$ cat config.mk
export PLATFORM = sky130hd
export DESIGN_NAME = key_press_classifier
export DESIGN_NICKNAME = d
export VERILOG_FILES = /design/src/rtl/key_press_classifier.sv
export SDC_FILE = /design/constraint.sdc
export NUM_CORES = 1
export LEC_CHECK = 0
export CAP_MARGIN = 40
export CORE_MARGIN = 5
export CORE_UTILIZATION = 57
export DETAILED_ROUTE_END_ITERATION = 8
export PLACE_DENSITY = 0.84
export SLEW_MARGIN = 20
export SYNTH_ARGS = -nofsm -noshare
export SYNTH_HDL_FRONTEND = slang
export SYNTH_SLANG_ARGS = --single-unit
$ cat constraint.sdc
create_clock -name sys_clk -period 3.61 [get_ports sys_clk]
set_clock_uncertainty 0.2 [all_clocks]
set_input_delay 0.722 -clock sys_clk [delete_from_list [all_inputs] [get_ports sys_clk]]
set_output_delay 0.722 -clock sys_clk [all_outputs]
set_load 0.02 [all_outputs]
$ cat src/rtl/key_press_classifier.sv
// ============================================================================
// key_press_classifier
// ----------------------------------------------------------------------------
// Purpose:
//   Turns the debounced key level into gesture events. Each press gesture is
//   classified as a single click, a double click or a long press, and exactly
//   one registered, one-cycle pulse is emitted for it. Downstream logic such as
//   beep, LED or mode control can act on these pulses. It does not need to
//   decode raw levels or edges itself.
//
// Parameters:
//   CNT_W     width of the duration counter
//   CNT_LONG  hold time, in clock cycles, that qualifies a long press
//   CNT_DBL   largest release gap, in clock cycles, that still allows a
//             second press to form a double click
//   Required ordering: 2 <= CNT_DBL < CNT_LONG < 2**CNT_W
//
// Ports:
//   sys_clk       in   system clock (single clock domain)
//   sys_rst_n     in   asynchronous, active-low reset
//   key_level     in   debounced key level, 0 = pressed, 1 = released,
//                      already synchronous to sys_clk
//   single_click  out  one-cycle pulse, single click classified
//   double_click  out  one-cycle pulse, double click classified
//   long_press    out  one-cycle pulse, long press classified
//   busy          out  high while a gesture is in progress (state != IDLE)
// ============================================================================
module key_press_classifier #(
    parameter int unsigned      CNT_W    = 26,
    parameter logic [CNT_W-1:0] CNT_LONG = 26'd50_000_000,
    parameter logic [CNT_W-1:0] CNT_DBL  = 26'd15_000_000
) (
    input  logic sys_clk,
    input  logic sys_rst_n,
    input  logic key_level,
    output logic single_click,
    output logic double_click,
    output logic long_press,
    output logic busy
);

    // Terminal counts. The counter is 0 in the edge that enters a timed
    // state. So a terminal count of N-1 fires on the N-th edge after entry.
    localparam logic [CNT_W-1:0] LONG_LAST = CNT_LONG - 1'b1;
    localparam logic [CNT_W-1:0] DBL_LAST  = CNT_DBL  - 1'b1;

    typedef enum logic [2:0] {
        IDLE,
        PRESS1,
        WAIT2,
        PRESS2,
        HOLD
    } state_t;

    state_t           r_state;
    logic [CNT_W-1:0] r_cnt;
    logic             r_single;
    logic             r_double;
    logic             r_long;
    logic             r_busy;

    logic             w_pressed;
    logic             w_long_hit;
    logic             w_dbl_hit;

    assign w_pressed  = ~key_level;
    assign w_long_hit = (r_cnt == LONG_LAST);
    assign w_dbl_hit  = (r_cnt == DBL_LAST);

    // Within each timed state, the key-level test comes before the timeout
    // test. When a key change and a timeout fall on the same edge, the key
    // change wins. This handles a press at the last gap cycle and a release
    // at the last hold cycle.
    always_ff @(posedge sys_clk or negedge sys_rst_n) begin
        if (!sys_rst_n) begin
            r_state  <= IDLE;
            r_cnt    <= '0;
            r_single <= 1'b0;
            r_double <= 1'b0;
            r_long   <= 1'b0;
            r_busy   <= 1'b0;
        end else begin
            r_single <= 1'b0;
            r_double <= 1'b0;
            r_long   <= 1'b0;

            case (r_state)
                IDLE: begin
                    r_cnt <= '0;
                    if (w_pressed) begin
                        r_state <= PRESS1;
                        r_busy  <= 1'b1;
                    end
                end

                PRESS1: begin
                    if (!w_pressed) begin
                        r_state <= WAIT2;
                        r_cnt   <= '0;
                    end else if (w_long_hit) begin
                        r_state <= HOLD;
                        r_cnt   <= '0;
                        r_long  <= 1'b1;
                    end else begin
                        r_cnt   <= r_cnt + 1'b1;
                    end
                end

                WAIT2: begin
                    if (w_pressed) begin
                        r_state  <= PRESS2;
                        r_cnt    <= '0;
                    end else if (w_dbl_hit) begin
                        r_state  <= IDLE;
                        r_cnt    <= '0;
                        r_single <= 1'b1;
                        r_busy   <= 1'b0;
                    end else begin
                        r_cnt    <= r_cnt + 1'b1;
                    end
                end

                PRESS2: begin
                    if (!w_pressed) begin
                        r_state  <= IDLE;
                        r_cnt    <= '0;
                        r_double <= 1'b1;
                        r_busy   <= 1'b0;
                    end else if (w_long_hit) begin
                        // The second press was held too long, so it becomes a
                        // long press. The pending double click is dropped.
                        r_state  <= HOLD;
                        r_cnt    <= '0;
                        r_long   <= 1'b1;
                    end else begin
                        r_cnt    <= r_cnt + 1'b1;
                    end
                end

                HOLD: begin
                    // The long press was already reported. Wait silently for
                    // the release.
                    r_cnt <= '0;
                    if (!w_pressed) begin
                        r_state <= IDLE;
                        r_busy  <= 1'b0;
                    end
                end

                default: begin
                    r_state <= IDLE;
                    r_cnt   <= '0;
                    r_busy  <= 1'b0;
                end
            endcase
        end
    end

    assign single_click = r_single;
    assign double_click = r_double;
    assign long_press   = r_long;
    assign busy         = r_busy;

endmodule
==> run_results.csv <==
group,metric,value,unit
cells_and_area,finalNetCount,196,
timing,setup_violations,0,
flow_run,cap_viol_max_count,0,
synth,synth_commonest_cells,"dfrtp_1, a21oi_1, nand2_1, nand4_1",
timing,relSlewSlack,0.7024,
floorplanning,start_util,0.6004,
global_route,use_met2,0.3329,
place,gp_congestion,0.8100,
timing,fin_crit,2.378,ns
floorplanning,rows,20,
global_route,met1_usage,0.2236,
clocking,htree_levels,2,
clocking,clock_sinks,33,
routing,dr.pass1.iters,4,
global_route,antenna_found_initial,0,
synth,synth.ff_latch_count,33,
clocking,post_cts_buffers,0,
clocking,root_buffer,"clkbuf_4",
floorplanning,core_region_area,0.003078,mm^2
critical_path,crit_fanout,26,
clocking,holdBufCountCts,0,
timing,slew_violations,0,
critical_path,start_kind,"flop",
synth,syn-instance-count,188,
routing,drtAntennaViolNets,0,
synth,synth_area,0.001848,mm^2
timing,rsz0062_at_grt,"false",
power_and_ir_drop,seqPwrFrac,0.570,
power_and_ir_drop,switching_power,0.0001919,W
synth,synthArstFlopShare,1.000,
routing,via_per_inst,6.511,
global_route,grt_pass1_wl,6548,um
routing,drt_iter0_drc,181,
power_and_ir_drop,leakage,0.8029,nW
synth,netlist.area_leader.share,0.4469,
outcome,status,"complete, no violations",
timing,clock.fmax,420.6,MHz
timing,tns,0,ns
clocking,postCtsResizedCells,0,
clocking,clk_latency,0.33,ns
critical_path,reg2reg_slack,1.23,ns
routing,wirelength,3699,um
synth,yosysSeqAreaShare,0.4469,
critical_path,crit_required,3.61,ns
floorplanning,fp.dieW,66.94,um
timing,worstMarginPinSlew,0.4464,ns
power_and_ir_drop,p_int,0.0005306,W
place,portBuffers,6,
cells_and_area,area_growth,8.328,%
synth,yosys_warnings,0,
floorplanning,fp.dieH,66.94,um
routing,drc,0,
power_and_ir_drop,clock_power_share,0.321,
worst_hold_path,hold_class,"reg -> reg",
power_and_ir_drop,finalPower,0.0007225,W
cells_and_area,final_layout_size_suffix_gt1_frac,0.1140,
clocking,cts_tree,"yes",
routing,wire_per_inst,15.61,um
synth,synth.net_count,192,
clocking,cts_buffers,5,
cells_and_area,diodes,0,
critical_path,cp.arrival,2.38,ns
critical_path,crit_type,"reg -> reg",
timing,finalCritPeriodShare,0.6586,
synth,synth_cell_types,44,
routing,num_vias,1543,
power_and_ir_drop,irDropWorstVdd,0.2407,mV
floorplanning,pin_count,7,
power_and_ir_drop,power_frac_comb,0.108,
clocking,clk_path_buf_depth,2,
synth,synth_enable_flop_cells,0,
timing,finalHoldViolCount,0,
critical_path,crit_path_end_kind,"flop",
global_route,track_usage,0.1895,
place,dp_hpwl,2526,um
power_and_ir_drop,power.density,360.9,mW/mm^2
floorplanning,die_area,0.004481,mm^2
synth,synth_top_cell_by_area,"dfrtp_1",
global_route,grt_max_degree,34,
power_and_ir_drop,netSwitchingFraction,0.2656,
synth,synth_top_flop_cell,"dfrtp_1",
synth,synth_most_common_cell,"dfrtp_1",
global_route,top_usage_layer,"met2",
synth,ys_top_cells_by_area,"dfrtp_1, a21oi_1, xor2_1",
synth,syn_area_per_cell,9.830,um^2
clocking,clkTransAtPathRegs,0.10,ns
global_route,grt-ovfl-total,0,
global_route,globalRouteMet3Util,0.04722,
global_route,grt_pass1_vias,1493,
routing by layer:
| metal | part of all wire | up-vias |
|---|---|---|
| li1 | - | 728 |
| met1 | 0.43 | 758 |
| met2 | 0.49 | 51 |
| met3 | 0.067 | 6 |
| met4 | 0.012 | 0 |
| met5 | 0 | - |
power groups by stage:
stage          Sequential, W  Combinational, W  Clock (W)
2_1_floorplan       0.000413         0.0000551          0
3_3_place_gp        0.000416         0.0000748          0
3_5_place_dp        0.000419         0.0000776          0
4_1_cts             0.000412         0.0000783   0.000238
5_1_grt             0.000416         0.0000867   0.000257
6_report            0.000412         0.0000781   0.000232
final cells by class:
type,instances,area [um^2]
clock buffers,7,65.06
well taps,44,55.05
flip-flops and latches,33,825.8
repair buffers,9,82.58
multi-input cells,141,960.9
fillers,269,1076
clock inverters,1,5.005
inverters,2,7.507
cell usage in the layout (no fill, tap or decap), drive strengths merged, types with 7 or more instances in the layout:
cell type	count
nor4	7
nand3	9
nand2	10
xor2	8
a21oi	16
nand4	12
dfrtp	33
and3	7
nor2	7
clkbuf	7
or3	7
a22oi	9
final timing paths:
path | from | to | cells past startpoint
max in group asynchronous | sys_rst_n | r_cnt[8]$_DFF_PN0_ | 2
min | r_cnt[0]$_DFF_PN0_ | r_cnt[0]$_DFF_PN0_ | 1
min in group asynchronous | sys_rst_n | r_state[2]$_DFFE_PN0P_ | 2
max | r_cnt[0]$_DFF_PN0_ | r_cnt[17]$_DFF_PN0_ | 6
max reg2reg | r_cnt[0]$_DFF_PN0_ | r_cnt[17]$_DFF_PN0_ | 6
min reg2reg | r_cnt[0]$_DFF_PN0_ | r_cnt[0]$_DFF_PN0_ | 1
sequential cells by signal, summed over array words and instances (netlist names):
| signal | count |
|---|---|
| double_click | 1 |
| busy | 1 |
| long_press | 1 |
| single_click | 1 |
| r_state | 3 |
| r_cnt | 26 |
critical path: stages (launching register included):
cell and delay (ns):
dfrtp_1 0.44, ha_1 0.21, and3_1 0.45, nand4_1 0.28, a22oi_2 0.22, buf_4 0.31, a22oi_1 0.15
stage by stage:
stage | std cells | instance area [um^2] | util | setup WS [ns] | hold slack (ns)
floorplan | 188 | 1848 | - | 1.594 | 0.2264
global placement | 229 | 1932 | 0.6276 | 1.096 | 0.3200
detailed placement | 229 | 1932 | 0.6276 | 1.036 | 0.3279
CTS | 237 | 2002 | 0.6504 | 1.242 | 0.3421
global route | 237 | 2002 | 0.6504 | 1.065 | 0.3903
finish | 237 | 2002 | 0.6504 | 1.232 | 0.3395
cell families after synthesis:
group	Yosys count	synth area share
AOI/OAI and AO/OA	45	0.1625
xor gates and xnor gates	14	0.06635
adders and majority gates	1	0.006769
buffers and inverters	14	0.03318
DFF	33	0.4469
and+or+nand+nor	81	0.2844
(Power assumes the default switching activity.)
